===== config.mk =====
export PLATFORM = sky130hd
export DESIGN_NAME = if_prefetch
export DESIGN_NICKNAME = d
export VERILOG_FILES = /design/src/rtl/core_defs_pkg.sv /design/src/rtl/sync_fifo.sv /design/src/rtl/if_prefetch.sv
export SDC_FILE = /design/constraint.sdc
export NUM_CORES = 1
export LEC_CHECK = 0
export ABC_AREA = 1
export BUFFER_PORTS_ARGS = -buffer_cell sky130_fd_sc_hd__buf_4
export CAP_MARGIN = 30
export CORE_ASPECT_RATIO = 0.8
export CORE_UTILIZATION = 45
export CTS_CLUSTER_SIZE = 24
export DETAILED_ROUTE_END_ITERATION = 10
export GPL_TIMING_DRIVEN = 0
export PLACE_DENSITY_LB_ADDON = 0.05
export SLEW_MARGIN = 40
export SYNTH_ARGS = -nofsm -noshare
export SYNTH_HDL_FRONTEND = slang
export SYNTH_SLANG_ARGS = --single-unit

===== constraint.sdc =====
create_clock -name clk -period 5.15 [get_ports clk]
set_clock_uncertainty 0.15 [all_clocks]
set_input_delay 0.2575 -clock clk [delete_from_list [all_inputs] [get_ports clk]]
set_output_delay 0.2575 -clock clk [all_outputs]
set_load 0.03 [all_outputs]

===== src/rtl/core_defs_pkg.sv =====
// ============================================================================
// core_defs_pkg : shared RV32 core constants and address helpers
// Revision 1.0
// ============================================================================
`default_nettype none

package core_defs_pkg;

  localparam int unsigned       XLEN_DEFAULT     = 32;
  localparam logic [31:0]       INST_NOP         = 32'h0000_0013;
  localparam logic [31:0]       RESET_PC_DEFAULT = 32'h0000_0000;

  function automatic logic [31:0] word_align(input logic [31:0] addr);
    return {addr[31:2], 2'b00};
  endfunction

endpackage

`default_nettype wire


===== src/rtl/sync_fifo.sv =====
// ============================================================================
// sync_fifo : power-of-two synchronous FIFO with flush; flush beats push/pop
// Revision 1.0
// ============================================================================
`default_nettype none

module sync_fifo #(
  parameter int WIDTH = 64,
  parameter int DEPTH = 4
) (
  input  logic                     clk,
  input  logic                     rst,
  input  logic                     flush_i,
  input  logic                     push_i,
  input  logic [WIDTH-1:0]         data_i,
  input  logic                     pop_i,
  output logic [WIDTH-1:0]         data_o,
  output logic                     full_o,
  output logic                     empty_o,
  output logic [$clog2(DEPTH):0]   count_o
);

  localparam int AW = $clog2(DEPTH);

  logic [WIDTH-1:0] mem_q [DEPTH];
  logic [AW-1:0]    wr_ptr_q;
  logic [AW-1:0]    rd_ptr_q;
  logic [AW:0]      count_q;
  logic             w_push;
  logic             w_pop;

  assign full_o  = (count_q == (AW+1)'(DEPTH));
  assign empty_o = (count_q == '0);
  assign count_o = count_q;
  assign data_o  = mem_q[rd_ptr_q];

  assign w_push = push_i && !full_o && !flush_i;
  assign w_pop  = pop_i && !empty_o && !flush_i;

  always_ff @(posedge clk or posedge rst) begin
    if (rst) begin
      wr_ptr_q <= '0;
      rd_ptr_q <= '0;
      count_q  <= '0;
    end else if (flush_i) begin
      wr_ptr_q <= '0;
      rd_ptr_q <= '0;
      count_q  <= '0;
    end else begin
      if (w_push) wr_ptr_q <= wr_ptr_q + 1'b1;
      if (w_pop)  rd_ptr_q <= rd_ptr_q + 1'b1;
      count_q <= count_q + (AW+1)'(w_push) - (AW+1)'(w_pop);
    end
  end

  // Storage needs no reset: empty_o qualifies every read.
  always_ff @(posedge clk) begin
    if (w_push) mem_q[wr_ptr_q] <= data_i;
  end

endmodule

`default_nettype wire


===== src/rtl/if_prefetch.sv =====
// ============================================================================
// if_prefetch : PC, credit-limited fetch issue, squash of stale responses
// Revision 1.0
// ============================================================================
`default_nettype none

module if_prefetch
  import core_defs_pkg::*;
#(
  parameter int              XLEN     = XLEN_DEFAULT,
  parameter int              DEPTH    = 4,
  parameter logic [XLEN-1:0] RESET_PC = XLEN'(RESET_PC_DEFAULT)
) (
  input  logic            clk,
  input  logic            rst,
  input  logic            jump_en_i,
  input  logic [XLEN-1:0] jump_addr_i,
  output logic            req_valid_o,
  input  logic            req_ready_i,
  output logic [XLEN-1:0] req_addr_o,
  input  logic            rsp_valid_i,
  input  logic [XLEN-1:0] rsp_data_i,
  output logic            inst_valid_o,
  input  logic            inst_ready_i,
  output logic [XLEN-1:0] inst_o,
  output logic [XLEN-1:0] inst_addr_o
);

  localparam int CW = $clog2(DEPTH) + 1;

  logic [XLEN-1:0]   fetch_pc_q, fetch_pc_d;
  logic [XLEN-1:0]   resp_pc_q, resp_pc_d;
  logic [CW-1:0]     outst_q, outst_d;
  logic [CW-1:0]     discard_q, discard_d;
  logic [CW-1:0]     w_fifo_count;
  logic [CW:0]       w_credit_used;
  logic              w_fifo_full, w_fifo_empty;
  logic [2*XLEN-1:0] w_head;
  logic [XLEN-1:0]   w_jump_pc;
  logic              w_req_fire, w_rsp_keep, w_rsp_drop;

  assign w_jump_pc     = {jump_addr_i[XLEN-1:2], 2'b00};
  assign w_credit_used = {1'b0, outst_q} + {1'b0, w_fifo_count};

  // Queue space is reserved when a request issues, so pushes can never be refused.
  assign req_valid_o = !rst && !jump_en_i && !w_fifo_full &&
                       (w_credit_used < (CW+1)'(DEPTH));
  assign req_addr_o  = fetch_pc_q;

  assign w_req_fire = req_valid_o && req_ready_i;
  assign w_rsp_keep = rsp_valid_i && (discard_q == '0);
  assign w_rsp_drop = rsp_valid_i && (discard_q != '0);

  always_comb begin
    fetch_pc_d = fetch_pc_q;
    resp_pc_d  = resp_pc_q;
    outst_d    = outst_q;
    discard_d  = discard_q;
    if (jump_en_i) begin
      // Everything still in flight belongs to the old path.
      fetch_pc_d = w_jump_pc;
      resp_pc_d  = w_jump_pc;
      outst_d    = outst_q - CW'(rsp_valid_i);
      discard_d  = outst_q - CW'(rsp_valid_i);
    end else begin
      if (w_req_fire) fetch_pc_d = fetch_pc_q + XLEN'(4);
      if (w_rsp_keep) resp_pc_d  = resp_pc_q + XLEN'(4);
      if (w_rsp_drop) discard_d  = discard_q - 1'b1;
      outst_d = outst_q + CW'(w_req_fire) - CW'(rsp_valid_i);
    end
  end

  always_ff @(posedge clk or posedge rst) begin
    if (rst) begin
      fetch_pc_q <= RESET_PC;
      resp_pc_q  <= RESET_PC;
      outst_q    <= '0;
      discard_q  <= '0;
    end else begin
      fetch_pc_q <= fetch_pc_d;
      resp_pc_q  <= resp_pc_d;
      outst_q    <= outst_d;
      discard_q  <= discard_d;
    end
  end

  sync_fifo #(
    .WIDTH (2*XLEN),
    .DEPTH (DEPTH)
  ) u_queue (
    .clk     (clk),
    .rst     (rst),
    .flush_i (jump_en_i),
    .push_i  (w_rsp_keep && !jump_en_i),
    .data_i  ({resp_pc_q, rsp_data_i}),
    .pop_i   (inst_valid_o && inst_ready_i && !jump_en_i),
    .data_o  (w_head),
    .full_o  (w_fifo_full),
    .empty_o (w_fifo_empty),
    .count_o (w_fifo_count)
  );

  assign inst_valid_o = !w_fifo_empty;
  assign inst_o       = w_fifo_empty ? XLEN'(INST_NOP) : w_head[XLEN-1:0];
  assign inst_addr_o  = w_fifo_empty ? '0 : w_head[2*XLEN-1:XLEN];

endmodule

`default_nettype wire


Yosys cells after proc, flatten, opt, wreduce, memory -nomap -nowiden
Memory sizes are Yosys's and may differ from the RTL's.
Index checks and enable logic that the tools add are counted.
- flip-flop bits (word level): 77
- RAM bits: 256
- bits of input ports: 70
- output and inout port bits: 98
- word-level logic and storage cells: 62
- memories kept: 1
- memory list (memory ; depth ; bits a word ; read ports ; clocked after memory_dff ; write ports ; line ; text):
    u_queue.mem_q ; 4 ; 64 ; 1 ; 0 ; 1 ; sync_fifo.sv:25 ; logic [WIDTH-1:0] mem_q [DEPTH];
- add/subtract/negate cells: 11
- order comparisons: 1
- eq/ne operators: 1
- muxes and demuxes: 16
- reductions and logical operators: 25
- operators with widths (operator ; count):
    $mux 32 ; 6
    $add 32x3->32 const B ; 2
    $logic_and 1x1->1 ; 13
    $mux 3 ; 4
    $reduce_bool 2->1 ; 5
    $sub 3x1->3 ; 3
    $mux 2 ; 4
    $add 3x1->3 ; 2
    $logic_not 3->1 ; 2
    $add 2x1->2 const B ; 2
    $add 3x3->4 ; 1
    $logic_not 1->1 ; 4
    $lt 4x3->1 const B ; 1
    $eq 3x3->1 const B ; 1
    $reduce_bool 3->1 ; 1
    $sub 3x1->3 const B ; 1
    $mux 1 ; 2

Longest topological paths before layout
Gate-level depths: netlist of the first run.
- depth after elaboration: 8
- depth in mapped cells: 12
- gate-level depth less buffers: 12

Cells and area by module
Synthesis of the first run repeated with hierarchy kept, for this count alone.
- cell total of the unflattened synthesis: 1600
- area, all modules: 15487.4 µm²
- modules (own cells, without submodules) (module ; instances ; cells each ; area an instance (µm²) ; seq. area each (µm²)):
    sync_fifo ; 1 ; 682 ; 10008.3 ; 7862.5
    if_prefetch ; 1 ; 918 ; 5479.0 ; 1651.6

Least setup slack after synthesis of the first run
Ideal clock, no wire load.
- path type: register -> register
- start point: register discard_q[0]
- end point: memory u_queue.mem_q[0][0], enable pin
- setup time: 0.482 ns
- arrival: 3.647 ns
- required time: 4.518 ns
- setup slack: 0.871 ns
- cell stages (with the launch flop): 7
- path buffers: 0
- clock period less this slack: 4.279 ns
- path through: dfrtp_1 inv_1 ha_1 nand3_1 nor2_1 nand2_1 nor2_1
- word-level cells in the longest chain between the ends: 7
- RTL lines (item ; line ; text):
    start: declaration ; if_prefetch.sv:34 ; logic [CW-1:0] discard_q, discard_d;
    start signal: assignment ; if_prefetch.sv:83 ; discard_q <= discard_d;
    $logic_not 3->1 ; if_prefetch.sv:51 ; assign w_rsp_keep = rsp_valid_i && (discard_q == '0);
    $logic_and 1x1->1 ; if_prefetch.sv:51 ;
    $logic_and 1x1->1 ; if_prefetch.sv:94 ; .push_i (w_rsp_keep && !jump_en_i),
    $logic_and 1x1->1 (2 in a row) ; sync_fifo.sv:37 ; assign w_push = push_i && !full_o && !flush_i;
    $mux 1 ; sync_fifo.sv:58 ; if (w_push) mem_q[wr_ptr_q] <= data_i;
    $mux 1 (not written as such) ; sync_fifo.sv:58 ;
    end: declaration ; sync_fifo.sv:25 ;
Every way passes these cells.

Worst setup path after layout of the first run
- start point: register u_queue.rd_ptr_q[0]
- end point: output port inst_addr_o[12]
- word-level cells in the longest chain between the ends: 2
- RTL lines (item ; line ; text):
    start: declaration ; sync_fifo.sv:27 ; logic [AW-1:0] rd_ptr_q;
    start signal: assignment ; sync_fifo.sv:51 ; if (w_pop) rd_ptr_q <= rd_ptr_q + 1'b1;
    $mem_v2 4x64 ; - ;
    $mux 32 ; if_prefetch.sv:105 ; assign inst_addr_o = w_fifo_empty ? '0 : w_head[2*XLEN-1:XLEN];
    end: declaration ; if_prefetch.sv:26 ; output logic [XLEN-1:0] inst_addr_o
Every way passes these cells.

==> flow_summary.yaml, run 1 <==
timing:
  setup_viol: 0
  min_period_over_period_pct: 61.4
  rsz0062_at_grt: "false"
  worst_slack_ns: 1.99
  max_freq_ghz: 0.316
  maxSlewHeadroom_pct: 48.9
  min_period_ns: 3.16
  finalMaxSlewViolations: 0
  tightest_slew_ns: 0.767
  finalHoldViolCount: 0
worst_setup_path:
  rr_worst_depth: 9
  cp_slowest_cell: "clkbuf_1"
  crit_chain: "buf_2 -> inv_2 -> buf_2 -> clkbuf_1 -> o21ai_0 -> a21oi_1 -> buf_4"
  r2r_slack_ns: 2.08
  required_ns: 4.74
  worstReg2RegEnd: "u_queue.mem_q[3][54]$_DFFE_PP_"
  critPathMostFrequentCell: "buf_2"
  cp_data_arrival_time_ns: 2.75
  r2r_start: "discard_q[0]$_DFFE_PP0P_"
  cp_max_fo: 10
  cp_slowest_stage_delay_ns: 0.49
  cp-end-kind: "primary output"
  critPathLaunchType: "flop"
  critPathKind: "flop to primary output"
clocking:
  cts_sinks: 321
  cts_resized: 0
  htree_levels: 2
  hold_buffers: 64
  cts_tree: "yes"
  cts-buffers-inserted: 36
  clkTransAtPathRegs_ns: 0.06
  post_cts_buffers: 0
  clockRootBuffer: "clkbuf_16"
  clock_latency_ns: 0.52
  clockBufferDepth: 3
synthesis:
  synthMostInstantiatedCell: "nor2_1"
  ys_types: 37
  synth_top_area_cell: "edfxtp_1"
  syn_area_um2: 14600
  async_flop_share_pct: 22.7
  yosysSeqAreaShare_pct: 63.4
  avgSynthCellArea_um2: 9.73
  synthCells: 1503
  ys_warn_count: 0
  synth.area.top_cells: "edfxtp_1, dfrtp_1, nor2_1, nand2_1, o21ai_0"
  ys_seq_elements: 321
  synth_edf_count: 248
  synth_top_area_share_pct: 50.9
  ys.flop_type: "edfxtp_1"
  synth_common_cells: "nor2_1, edfxtp_1, nand2_1"
die:
  chipHeight_um: 163
  initial_utilization_pct: 46.1
  io_pins: 168
  core_area_um2: 31700
  die_area_um2: 33200
  row_count: 58
  fp.dieW_um: 204
global_routing:
  grt.busiest_layer: "met1"
  met1_usage_pct: 39.5
  use_met2_pct: 37.3
  gr-usage-all-layers_pct: 25.2
  grt_max_degree: 52
  first_global_vias: 10900
  grt_first_pass_wirelength_mm: 63.6
  antenna_found_initial: 1
  grt_overflow: 0
  met3_usage_pct: 3.31
drt:
  finalWirelength_mm: 41.4
  drtPass1Iterations: 5
  dr.first_iter.drc_count: 1055
  drc: 0
  via_per_inst: 5.23
  ant_nets: 0
  vias: 11700
  routedWlPerCell_um: 18.5
placed_design:
  dp.cells: 2104
  gp_congestion: 0.936
  dp_slack_ns: 2.10
  dp_hpwl_mm: 28.8
  port_buffers: 161
finish:
  drive_gt1_share_pct: 15.2
  antenna_cells: 0
  stdcell_count: 2234
  nNetsFinal: 1874
  syn2layout_area_growth_pct: 27.3
power_and_ir_drop:
  p_seq_share_pct: 37.9
  p_sw_mw: 3.19
  pwr-share-clk_pct: 29.6
  netSwitchingFraction_pct: 36.9
  p_per_area_nw_per_um2: 464
  leakage_nw: 7.44
  power.internal_mw: 5.45
  ir_drop_v: 0.000229
  p_comb_share_pct: 32.5
hold_path:
  hp-class: "input pin to flop"
  hold_depth: 4
  hold_path_end: "outst_q[0]$_DFF_PP0_"
  worstHoldStart: "rsp_valid_i"
flow_run:
  maxCapViolCount: 0
run_status:
  status: "finished, final reports clean"
==> per-stage QoR <==
step / area, µm² / util [%] / power [mW] / hold WS, ns / TNS, ns
final: 18600 / 58.7 / 8.64 / 0.0179 / 0
after global routing: 18600 / 58.7 / 9.06 / 0.0179 / 0
after CTS: 18600 / 58.7 / 8.69 / 0.000384 / 0
after detailed placement: 16800 / 52.9 / 6.09 / 0.0875 / 0
after global placement: 16400 / 51.6 / 6.05 / 0.309 / -403.12
after floorplan: 14600 / - / 4.95 / 0.206 / 0
==> layout make-up <==
type                       count  area [µm²]
fill                        2722       13100
sequential                   321        9270
multi-input combinational   1015        4710
timing repair buffer         242        2230
clock buffer                  54        1060
tap                          420         526
inverter                     100         380
buffer                        70         313
clock inverter                12         129
==> how the worst max path moves through the flow <==
stage | startpoint | to | cells after the start
floorplan | discard_q[0]$_DFFE_PP0P_ | u_queue.mem_q[0][0]$_DFFE_PP_ | 6
global placement | discard_q[0]$_DFFE_PP0P_ | u_queue.mem_q[3][57]$_DFFE_PP_ | 6
detailed placement | discard_q[0]$_DFFE_PP0P_ | u_queue.mem_q[3][56]$_DFFE_PP_ | 9
CTS | u_queue.rd_ptr_q[0]$_DFFE_PP0P_ | inst_addr_o[11] | 7
global route | u_queue.rd_ptr_q[0]$_DFFE_PP0P_ | inst_addr_o[11] | 7
finish | u_queue.rd_ptr_q[0]$_DFFE_PP0P_ | inst_addr_o[12] | 7
==> worst max-delay path, delay by kind of cell (launching register included) <==
kind            cells  cell delay (ns)
compound gates      2             0.48
buf+inv             5             1.40
flops               1             0.35
==> routing by layer <==
layer	wire length, µm	share of wire [%]
met3	2520	6.1
met2	17900	43
met1	20400	49
met4	551	1.3
met5	0	0
==> cells in the final DEF, fill, tap and decap left out, types with 64 or more instances in the layout <==
master and count:
a21oi_1 104, nand3_1 71, dfrtp_1 73, buf_4 167, nor2_1 337, dlygate4sd3_1 64
inv_1 95, o21ai_0 157, nand2_1 238, edfxtp_1 248
==> logic make-up (layout without fill, tap and decap cells) <==
family                     Yosys count  count (layout)  synth area share [%]
buffers and inverters              170             478                  4.70
adders and majority gates           18              18                  1.64
DFF                                321             321                  63.4
and+or+nand+nor                    690             690                  19.1
other                                1               4                0.0256
AOI/OAI and AO/OA                  291             291                  10.4
xor gates and xnor gates            12              12                 0.718
==> sequential cells by signal (all words and copies together), names as in the netlist <==
| name | count |
|---|---|
| u_queue.count_o | 3 |
| outst_q | 3 |
| u_queue.rd_ptr_q | 2 |
| resp_pc_q | 30 |
| req_addr_o | 30 |
| u_queue.mem_q | 248 |
| u_queue.wr_ptr_q | 2 |
| discard_q | 3 |
==> power groups by stage <==
stage	Clock (mW)	Combinational, mW	Sequential, mW
after detailed placement	0	2.78	3.32
after CTS	2.60	2.83	3.27
after floorplan	0	1.62	3.32
after global routing	2.70	3.06	3.30
final	2.56	2.81	3.27
after global placement	0	2.72	3.32
Power figures use the tool's default switching activity.
==> run 2: changes to the inputs <==
- clock period: 5.15 -> 2.5 ns (I/O delays scaled with it)
==> run 2 against run 1 <==
- the flow now finishes with violations (negative hold slack, negative setup slack)
- worst hold slack lost 0.028 ns
- die area is the same
- wire length shrank 2.8%
- final area grew 1.9%
- utilization grew 1.1 points
==> flow_summary.yaml, run 2 (synthesis gave the netlist of run 1 again) <==
power_and_ir_drop:
  power.internal_mw: 11.4
  p_comb_share_pct: 34.3
  p_seq_share_pct: 37.5
  p_per_area_nw_per_um2: 946
  ir_drop_v: 0.000436
  p_sw_mw: 6.57
  leakage_nw: 7.64
  netSwitchingFraction_pct: 36.7
  power.total_mw: 17.9
  pwr-share-clk_pct: 28.2
drt:
  routedWlPerCell_um: 17.8
  finalWirelength_mm: 40.3
  dr.first_iter.drc_count: 756
  drtPass1Iterations: 7
  drc: 0
  via_per_inst: 5.14
  ant_nets: 0
  vias: 11600
die:
  fp.dieW_um: 204
  chipHeight_um: 163
  io_pins: 168
  core_area_um2: 31700
  row_count: 58
  initial_utilization_pct: 46.1
  die_area_um2: 33200
placed_design:
  dp_slack_ns: -0.633
  dp_hpwl_mm: 27.4
  port_buffers: 161
  gp_congestion: 0.841
clocking:
  cts_tree: "yes"
  clock_latency_ns: 0.51
  clockBufferDepth: 3
  htree_levels: 2
  clockRootBuffer: "clkbuf_16"
  cts_sinks: 321
  clkTransAtPathRegs_ns: 0.06
  cts-buffers-inserted: 35
global_routing:
  grt_max_degree: 49
  gr-usage-all-layers_pct: 24.5
  antenna_found_initial: 0
  grt_first_pass_wirelength_mm: 62.0
  first_global_vias: 11000
  grt_overflow: 0
timing:
  timing.hold.ws_ns: -0.0101
  max_freq_ghz: 0.383
  worst_slack_ns: -0.114
  setup_viol: 4
  rsz0062_at_grt: "true"
  min_period_ns: 2.61
  finalMaxSlewViolations: 0
  maxSlewHeadroom_pct: 49.0
  finalHoldViolCount: 4
  min_period_over_period_pct: 105
  tightest_slew_ns: 0.765
finish:
  drive_gt1_share_pct: 19.0
  regMostFlops: "u_queue.mem_q"
  final_cell_mix: "nor2_1, edfxtp_1, nand2_1, buf_4, o21ai_0"
  fillerInstances: 2678
  nNetsFinal: 1901
  mostFrequentLayoutCell: "nor2_1"
  syn2layout_area_growth_pct: 29.6
  largest_reg_flops: 248
  antenna_cells: 0
  post-route-util_pct: 59.8
  regArea_um2: 9280
  multi_input_area_um2: 4820
run_status:
  status: "finished with violations"
  failed_checks: "negative hold slack, negative setup slack"
worst_setup_path:
  required_ns: 2.72
  cp_max_fo: 4
  cp-end-kind: "flop"
  cp_data_arrival_time_ns: 2.83
  critPathLaunchType: "flop"
  critPathKind: "flop to flop"
flow_run:
  maxCapViolCount: 0
hold_path:
  hp-class: "input pin to flop"
[run 2: changes by cell type in the layout (fill, tap and decap cells not counted), moves of 5 or more]
cell and change:
buf_4 +27, buf_1 -5, buf_6 +5, clkinv_2 +5, dlygate4sd3_1 +6, clkbuf_1 -24, clkbuf_2 +13
[run 2: cell type report]
class	count	share of cell area, %
clock inverters	16	0.877
well taps	420	2.77
clock buffers	48	4.98
plain buffers	70	2.14
multi-input cells	1015	25.4
repair buffers	270	12.9
flip-flops and latches	321	48.9
inverters	100	2.02
[run 2: repair_timing]
| action | in CTS | in global routing |
|---|---|---|
| setup buffers | 9 | 13 |
| pin swaps | 8 | 6 |
| gates resized for setup | 51 | 30 |
| endpoints found under the hold margin | 268 | 0 |
| endpoints found under the setup margin | 73 | 108 |
| hold buffers | 70 | 0 |
[run 2: layer usage]
metal	GRT usage (%)	share of wire, %
met4	5.33	1.5
met2	40.1	46
met3	3.15	5.4
met5	0	0
met1	35.0	47
[run 2: path summary, 6_finish.rpt]
path                                               from  slack [ns]  depth (start not counted)                         to
min                                           jump_en_i       -0.01                          5  req_addr_o[7]$_DFFE_PP0N_
max                        u_queue.count_o[2]$_DFF_PP0_       -0.11                         12       outst_q[2]$_DFF_PP0_
min in group asynchronous                           rst        0.61                          4       outst_q[1]$_DFF_PP0_
max reg2reg                u_queue.count_o[2]$_DFF_PP0_       -0.11                         12       outst_q[2]$_DFF_PP0_
min reg2reg                    discard_q[1]$_DFFE_PP0P_        0.41                          2   discard_q[1]$_DFFE_PP0P_
max in group asynchronous                           rst        1.04                          5  resp_pc_q[23]$_DFFE_PP0N_
[run 2: critical path, cell delays in order (launching register included)]
cell	delay, ns
dfrtp_1	0.41
ha_1	0.29
nor3_2	0.13
nand2_2	0.10
nor2_4	0.12
nand2_4	0.06
ha_4	0.25
inv_2	0.03
ha_4	0.14
fa_2	0.35
xor2_1	0.16
xor2_1	0.17
o21ai_1	0.08
[run 2: metrics by stage]
step / std cells / instance area, µm² / setup TNS, ns
floorplan: 1506 / 14700 / -0.303
global placement: 2087 / 16500 / -259.64
detailed placement: 2104 / 16800 / -1.69
CTS: 2247 / 18800 / -0.258
global route: 2260 / 19000 / -0.821
finish: 2260 / 19000 / -0.339
[run 2: power by group through the flow]
| stage | combinational (mW) | clock, mW | sequential, mW |
|---|---|---|---|
| 4_1_cts | 6.09 | 5.13 | 6.71 |
| 3_3_place_gp | 5.59 | 0 | 6.82 |
| 3_5_place_dp | 5.71 | 0 | 6.82 |
| 6_report | 6.15 | 5.06 | 6.73 |
| 5_1_grt | 6.69 | 5.35 | 6.79 |
| 2_1_floorplan | 3.41 | 0 | 6.84 |
